File: src/rtl/branch_resolve_unit.sv
// Branch/jump resolution for the execute stage.
// Resolves RV32I BRANCH/JAL/JALR outcome and target, compares them against
// the front-end prediction, and holds one registered result behind a
// valid/ready handshake. Saturating counters track resolved control-flow
// instructions and mispredictions.
`timescale 1ns/1ps

module branch_resolve_unit #(
  parameter int XLEN  = 32,
  parameter int TAG_W = 4,
  parameter int CNT_W = 32
) (
  input  logic             i_clk,
  input  logic             i_reset,
  input  logic             i_in_valid,
  output logic             o_in_ready,
  input  logic [31:0]      i_instr,
  input  logic [XLEN-1:0]  i_pc,
  input  logic [XLEN-1:0]  i_rs1,
  input  logic [XLEN-1:0]  i_rs2,
  input  logic             i_pred_taken,
  input  logic [XLEN-1:0]  i_pred_target,
  input  logic [TAG_W-1:0] i_in_tag,
  input  logic             i_flush,
  output logic             o_out_valid,
  input  logic             i_out_ready,
  output logic [TAG_W-1:0] o_out_tag,
  output logic             o_out_is_cf,
  output logic             o_out_taken,
  output logic [XLEN-1:0]  o_out_target,
  output logic             o_out_mispredict,
  output logic [XLEN-1:0]  o_out_redirect_pc,
  output logic             o_out_illegal,
  output logic [CNT_W-1:0] o_br_count,
  output logic [CNT_W-1:0] o_mispred_count
);

  localparam logic [6:0]       OP_BRANCH = 7'b1100011;
  localparam logic [6:0]       OP_JAL    = 7'b1101111;
  localparam logic [6:0]       OP_JALR   = 7'b1100111;
  localparam logic [CNT_W-1:0] CNT_MAX   = '1;

  // Decode fields
  logic [6:0]      w_opcode;
  logic [2:0]      w_funct3;
  logic            w_is_br;
  logic            w_is_jal;
  logic            w_is_jalr;
  logic            w_is_cf;

  // Immediates, sign-extended to XLEN
  logic [XLEN-1:0] w_imm_b;
  logic [XLEN-1:0] w_imm_j;
  logic [XLEN-1:0] w_imm_i;

  // Candidate targets
  logic [XLEN-1:0] w_pc_plus4;
  logic [XLEN-1:0] w_br_target;
  logic [XLEN-1:0] w_jal_target;
  logic [XLEN-1:0] w_jalr_sum;
  logic [XLEN-1:0] w_jalr_target;

  // Comparisons
  logic            w_eq;
  logic            w_lt_s;
  logic            w_lt_u;

  // Resolved result
  logic            w_cond;
  logic            w_illegal;
  logic            w_taken;
  logic [XLEN-1:0] w_target;
  logic [XLEN-1:0] w_redirect;
  logic            w_mispredict;

  // Handshake
  logic            w_accept;
  logic            w_handshake;

  // Output registers
  logic             r_out_valid;
  logic [TAG_W-1:0] r_tag;
  logic             r_is_cf;
  logic             r_taken;
  logic [XLEN-1:0]  r_target;
  logic             r_mispredict;
  logic [XLEN-1:0]  r_redirect;
  logic             r_illegal;
  logic [CNT_W-1:0] r_br_count;
  logic [CNT_W-1:0] r_mispred_count;

  assign w_opcode  = i_instr[6:0];
  assign w_funct3  = i_instr[14:12];
  assign w_is_br   = (w_opcode == OP_BRANCH);
  assign w_is_jal  = (w_opcode == OP_JAL);
  assign w_is_jalr = (w_opcode == OP_JALR);
  assign w_is_cf   = w_is_br | w_is_jal | w_is_jalr;

  assign w_imm_b = {{(XLEN-13){i_instr[31]}}, i_instr[31], i_instr[7],
                    i_instr[30:25], i_instr[11:8], 1'b0};
  assign w_imm_j = {{(XLEN-21){i_instr[31]}}, i_instr[31], i_instr[19:12],
                    i_instr[20], i_instr[30:21], 1'b0};
  assign w_imm_i = {{(XLEN-12){i_instr[31]}}, i_instr[31:20]};

  assign w_pc_plus4    = i_pc + XLEN'(4);
  assign w_br_target   = i_pc + w_imm_b;
  assign w_jal_target  = i_pc + w_imm_j;
  assign w_jalr_sum    = i_rs1 + w_imm_i;
  assign w_jalr_target = {w_jalr_sum[XLEN-1:1], 1'b0};

  assign w_eq   = (i_rs1 == i_rs2);
  assign w_lt_s = ($signed(i_rs1) < $signed(i_rs2));
  assign w_lt_u = (i_rs1 < i_rs2);

  // Branch condition by funct3; 010/011 are reserved and never taken
  always_comb begin
    w_cond    = 1'b0;
    w_illegal = 1'b0;
    case (w_funct3)
      3'b000:  w_cond = w_eq;
      3'b001:  w_cond = ~w_eq;
      3'b100:  w_cond = w_lt_s;
      3'b101:  w_cond = ~w_lt_s;
      3'b110:  w_cond = w_lt_u;
      3'b111:  w_cond = ~w_lt_u;
      default: w_illegal = w_is_br;
    endcase
  end

  // Select outcome and target by instruction class
  always_comb begin
    w_taken  = 1'b0;
    w_target = '0;
    if (w_is_br) begin
      w_taken  = w_cond;
      w_target = w_br_target;
    end else if (w_is_jal) begin
      w_taken  = 1'b1;
      w_target = w_jal_target;
    end else if (w_is_jalr) begin
      w_taken  = 1'b1;
      w_target = w_jalr_target;
    end
  end

  assign w_redirect   = w_taken ? w_target : w_pc_plus4;
  assign w_mispredict = (w_taken != i_pred_taken) |
                        (w_taken & i_pred_taken & (w_target != i_pred_target));

  assign o_in_ready  = ~r_out_valid | i_out_ready;
  assign w_accept    = i_in_valid & o_in_ready & ~i_flush;
  assign w_handshake = r_out_valid & i_out_ready;

  // Output slot: flush kills, accept loads (replacing a consumed result), handshake drains
  always_ff @(posedge i_clk) begin
    if (i_reset) begin
      r_out_valid  <= 1'b0;
      r_tag        <= '0;
      r_is_cf      <= 1'b0;
      r_taken      <= 1'b0;
      r_target     <= '0;
      r_mispredict <= 1'b0;
      r_redirect   <= '0;
      r_illegal    <= 1'b0;
    end else if (i_flush) begin
      r_out_valid <= 1'b0;
    end else if (w_accept) begin
      r_out_valid  <= 1'b1;
      r_tag        <= i_in_tag;
      r_is_cf      <= w_is_cf;
      r_taken      <= w_taken;
      r_target     <= w_target;
      r_mispredict <= w_mispredict;
      r_redirect   <= w_redirect;
      r_illegal    <= w_illegal;
    end else if (w_handshake) begin
      r_out_valid <= 1'b0;
    end
  end

  // Saturating counters; a handshake in a flush cycle still counts
  always_ff @(posedge i_clk) begin
    if (i_reset) begin
      r_br_count      <= '0;
      r_mispred_count <= '0;
    end else if (w_handshake) begin
      if (r_is_cf && (r_br_count != CNT_MAX))
        r_br_count <= r_br_count + 1'b1;
      if (r_mispredict && (r_mispred_count != CNT_MAX))
        r_mispred_count <= r_mispred_count + 1'b1;
    end
  end

  assign o_out_valid       = r_out_valid;
  assign o_out_tag         = r_tag;
  assign o_out_is_cf       = r_is_cf;
  assign o_out_taken       = r_taken;
  assign o_out_target      = r_target;
  assign o_out_mispredict  = r_mispredict;
  assign o_out_redirect_pc = r_redirect;
  assign o_out_illegal     = r_illegal;
  assign o_br_count        = r_br_count;
  assign o_mispred_count   = r_mispred_count;

endmodule
File: config.mk
export PLATFORM = sky130hd
export DESIGN_NAME = branch_resolve_unit
export DESIGN_NICKNAME = d
export VERILOG_FILES = /design/src/rtl/branch_resolve_unit.sv
export SDC_FILE = /design/constraint.sdc
export NUM_CORES = 1
export LEC_CHECK = 0
export CORE_UTILIZATION = 40
export CTS_CLUSTER_SIZE = 12
export DETAILED_ROUTE_END_ITERATION = 10
export GPL_ROUTABILITY_DRIVEN = 0
export PLACE_DENSITY = 0.67
export SYNTH_ARGS = -nofsm -noshare
export SYNTH_HDL_FRONTEND = slang
export SYNTH_SLANG_ARGS = --single-unit
File: constraint.sdc
create_clock -name i_clk -period 4.7 [get_ports i_clk]
set_input_delay 0.94 -clock i_clk [delete_from_list [all_inputs] [get_ports i_clk]]
set_output_delay 0.94 -clock i_clk [all_outputs]
set_load 0.01 [all_outputs]
==> results.md <==
* Synthesized instance count at approximately 1700
* Critical Path AT at between 4000 and 5000 ps
* Tmin final at 4530 ps
* DR iter-0 viols at 972
* Seq cells post-synth at ~140
* Register area share after synthesis at between 20 and 25%
* DRT Pass-1 Iters at 5
* Max FO, Critical Path at 3
* Min-Delay Path Depth at 2
* CTS tree: built
* Max-cap violations at 0
* Pin count of the biggest net entering global routing at 98
* Final Net Count at around 2500
* Pre-CTS WS at -698 ps
* Critical Path Max Stage Delay at ~540 ps
* H-Tree Depth at 4
* Buffers on Ports at between 300 and 400
* Synth Cell Area at approximately 13000 um^2
* CP Cell Sequence: clkdlybuf4s50_1 -> ha_1 -> inv_1 -> fa_1 -> nand2b_1 -> a211oi_2 -> buf_4 -> o21ai_2 -> a311o_2 -> o211ai_4 -> a21oi_2 -> xnor2_1 -> a211oi_2 -> xnor2_1 -> or4_1 -> nor4b_2 -> a31oi_1
* Layout area overhead at 47.4%
* Total wire length at between 40 and 50 mm
* DR vias at approximately 15000
* Vias in the first global route at between 10000 and 15000
* Final ANT Viol Nets at 0
* P per Cell Area at roughly 210 nW/um^2
* Area taken by multi-input logic gates at roughly 9700 um^2
* Clk root buf: clkbuf_16
* Die width at around 180 um
* Met1 Use GR at approximately a third
* Overflow after GRT at 0
* WL per Instance at ~18 um
* Die height at between 150 and 200 um
* Fill count at about 2800
* Slew margin rel. at between 30% and 40%
* Final setup skew at approximately 11 ps
* CP required at around 5000 ps
* Number of remaining DRC errors at 0
* Max VDD drop at 0.212 mV
* Ys async rst share at 0%
* Top post-synthesis cells by count: nand2_1, nor2_1, dfxtp_1
* GRT Max-Usage Layer: met2
* Clock-pin slew on the worst setup and hold paths at roughly 60 ps
* Synth Flop Type: dfxtp_1
* Crit. End Element: flop
* Number of distinct library cells after synthesis at 87
* Worst R2R Path Depth at 12
* Number of cells on the critical path at 17
* Count of final hold-check violations at 0
* Initial antenna violation count at 2
* Final std cells w/o fill at ~2600
* Max frequency at roughly 0.22 GHz
* Utilization after layout at 60.5%
* Hold Crit Class: reg -> reg
* WP buf/inv at 3
* Setup CP Type: in -> reg
* Placed cell count at between 2000 and 3000
* Actual slew at the worst max-slew pin at 993 ps
* Core Area at approximately 30000 um^2
* Synth Area per Inst at 7.45 um^2
* Slowest-stage cell, CP: or4_1
* Worst-skew pair later-pin latency at 410 ps
* Top-area cell type share of the netlist area at a little over a fifth
* Synth area leader: dfxtp_1
* Post-route cell area at ~19000 um^2
* Critical path's top delay family: compound AO/OA/AOI/OAI gates
* Status: completed
* RR Endpoint: o_mispred_count[31]
* Worst setup margin at about 170 ps
* Placed cell area at approximately 18000 um^2
* Top-count cell post-synth: nand2_1
* Share of layout cells above drive strength 1 at ~17%
* Vias/cell at roughly 5.7
* Row count at 64
* Die ar. at approximately 32000 um^2
* Leakage at 7.47 nW
* Total Routing Usage GR at between 20% and 30%
* Post-synth EDFFs at 0
* Synth warnings at 0
* Period utilization at 96.4%
* Met2 Use GR at 49.1%
* Crit Reg-Reg Startpoint: o_mispred_count[9]
* Top Ports at about 310
* CTS Buffer Depth at 2
* Syn Nets at ~2000
* R2R Setup Slk at 1720 ps
* TritonCTS Buffers at 17
* First-pass GRT wire length at between 70 and 80 mm
* Hold EP: o_out_redirect_pc[15]
* Sink Count at 137
* Pins Over Slew Limit at 0
* Startpoint types: input pin
* HP Start: o_out_redirect_pc[15]
* Met3 usage in global routing at under 10%
* Initial core utilization at roughly two fifths
* Dpl hpwl at 39.1 mm
* Synth area leaders: dfxtp_1, ha_1, nand2_1
* Final number of setup-violating endpoints at 0
* Register area at approximately 2700 um^2
layout make-up:
class                      instances  share of cell area [%]
sequential                       137                    14.7
multi-input combinational       1428                    51.7
clock buffer                      18                    2.30
antenna                            2                  0.0268
tap                              396                    2.65
clock inverter                    14                   0.723
timing repair buffer             566                    26.9
inverter                          52                    1.06
worst max-delay path by stage:
stage               startpoint          endpoint  slack, ps
finish                 i_pc[1]  o_out_mispredict        170
global route         i_rs2[11]  o_out_mispredict         -3
CTS                   i_rs2[8]  o_out_mispredict        0.5
detailed placement   i_rs1[25]  o_out_mispredict       -700
global placement     i_rs2[25]  o_out_mispredict       -590
floorplan            i_rs2[25]  o_out_mispredict          9
worst min-delay path, stage by stage (launching register included):
cell and delay, ps:
dfxtp_1 310, nand2_1 50, a21oi_1 50
repair_timing:
item,4_1_cts,5_1_grt
resized for setup,51,19
pin swaps,32,21
hold buffers,0,0
endpoints found under the hold margin,0,0
setup buffers,4,2
endpoints found under the setup margin,1,2
state kept, by name, summed over array words and instances (netlist names):
register and cells:
o_out_illegal 1, o_out_tag 4, o_mispred_count 32, o_out_mispredict 1, o_out_taken 1, o_out_is_cf 1
o_out_redirect_pc 32, o_br_count 32, o_out_valid 1, o_out_target 32
cell families (layout without fill, tap and decap cells):
family,Yosys count,in the layout,synth area share (%)
AO/OA/AOI/OAI,477,477,25.7
XOR/XNOR,160,160,11.1
adder cells (fa/ha/maj),112,112,11.2
buffers and inverters,136,650,4.35
flip-flops,137,137,21.6
multiplexers,14,14,1.14
other,0,2,0
AND/OR/NAND/NOR,665,665,24.9
per-layer routing:
layer  wire [um]  vias to the layer above
met1       19700                     6827
met5           0                        -
li1            -                     7222
met4        2070                        0
met3        3650                      129
met2       22200                      677
per-stage QoR:
| stage | TNS [ps] | hold slack [ps] | power (mW) |
|---|---|---|---|
| floorplan | 0 | 476 | 1.98 |
| global placement | -590 | 439 | 2.63 |
| detailed placement | -1010 | 450 | 2.65 |
| CTS | 0 | 457 | 3.95 |
| global route | -2.91 | 478 | 4.16 |
| finish | 0 | 455 | 3.97 |
where the power goes:
part	internal (mW)	switching [mW]	total, mW
registers	1.19	0.0173	1.21
logic	0.715	0.765	1.48
clock network	0.740	0.542	1.28
total	2.65	1.32	3.97
cells in the final DEF, fill, tap and decap left out, types with 45 or more instances in the layout:
| cell type | n |
|---|---|
| clkdlybuf4s50_1 | 284 |
| buf_4 | 258 |
| nand2_1 | 199 |
| nor2_1 | 177 |
| dfxtp_1 | 137 |
| a21oi_1 | 133 |
| ha_1 | 94 |
| xor2_1 | 85 |
| xnor2_1 | 75 |
| o21ai_0 | 67 |
| nand3_1 | 65 |
| inv_1 | 45 |
No activity file was read; power rests on OpenSTA's default activity.
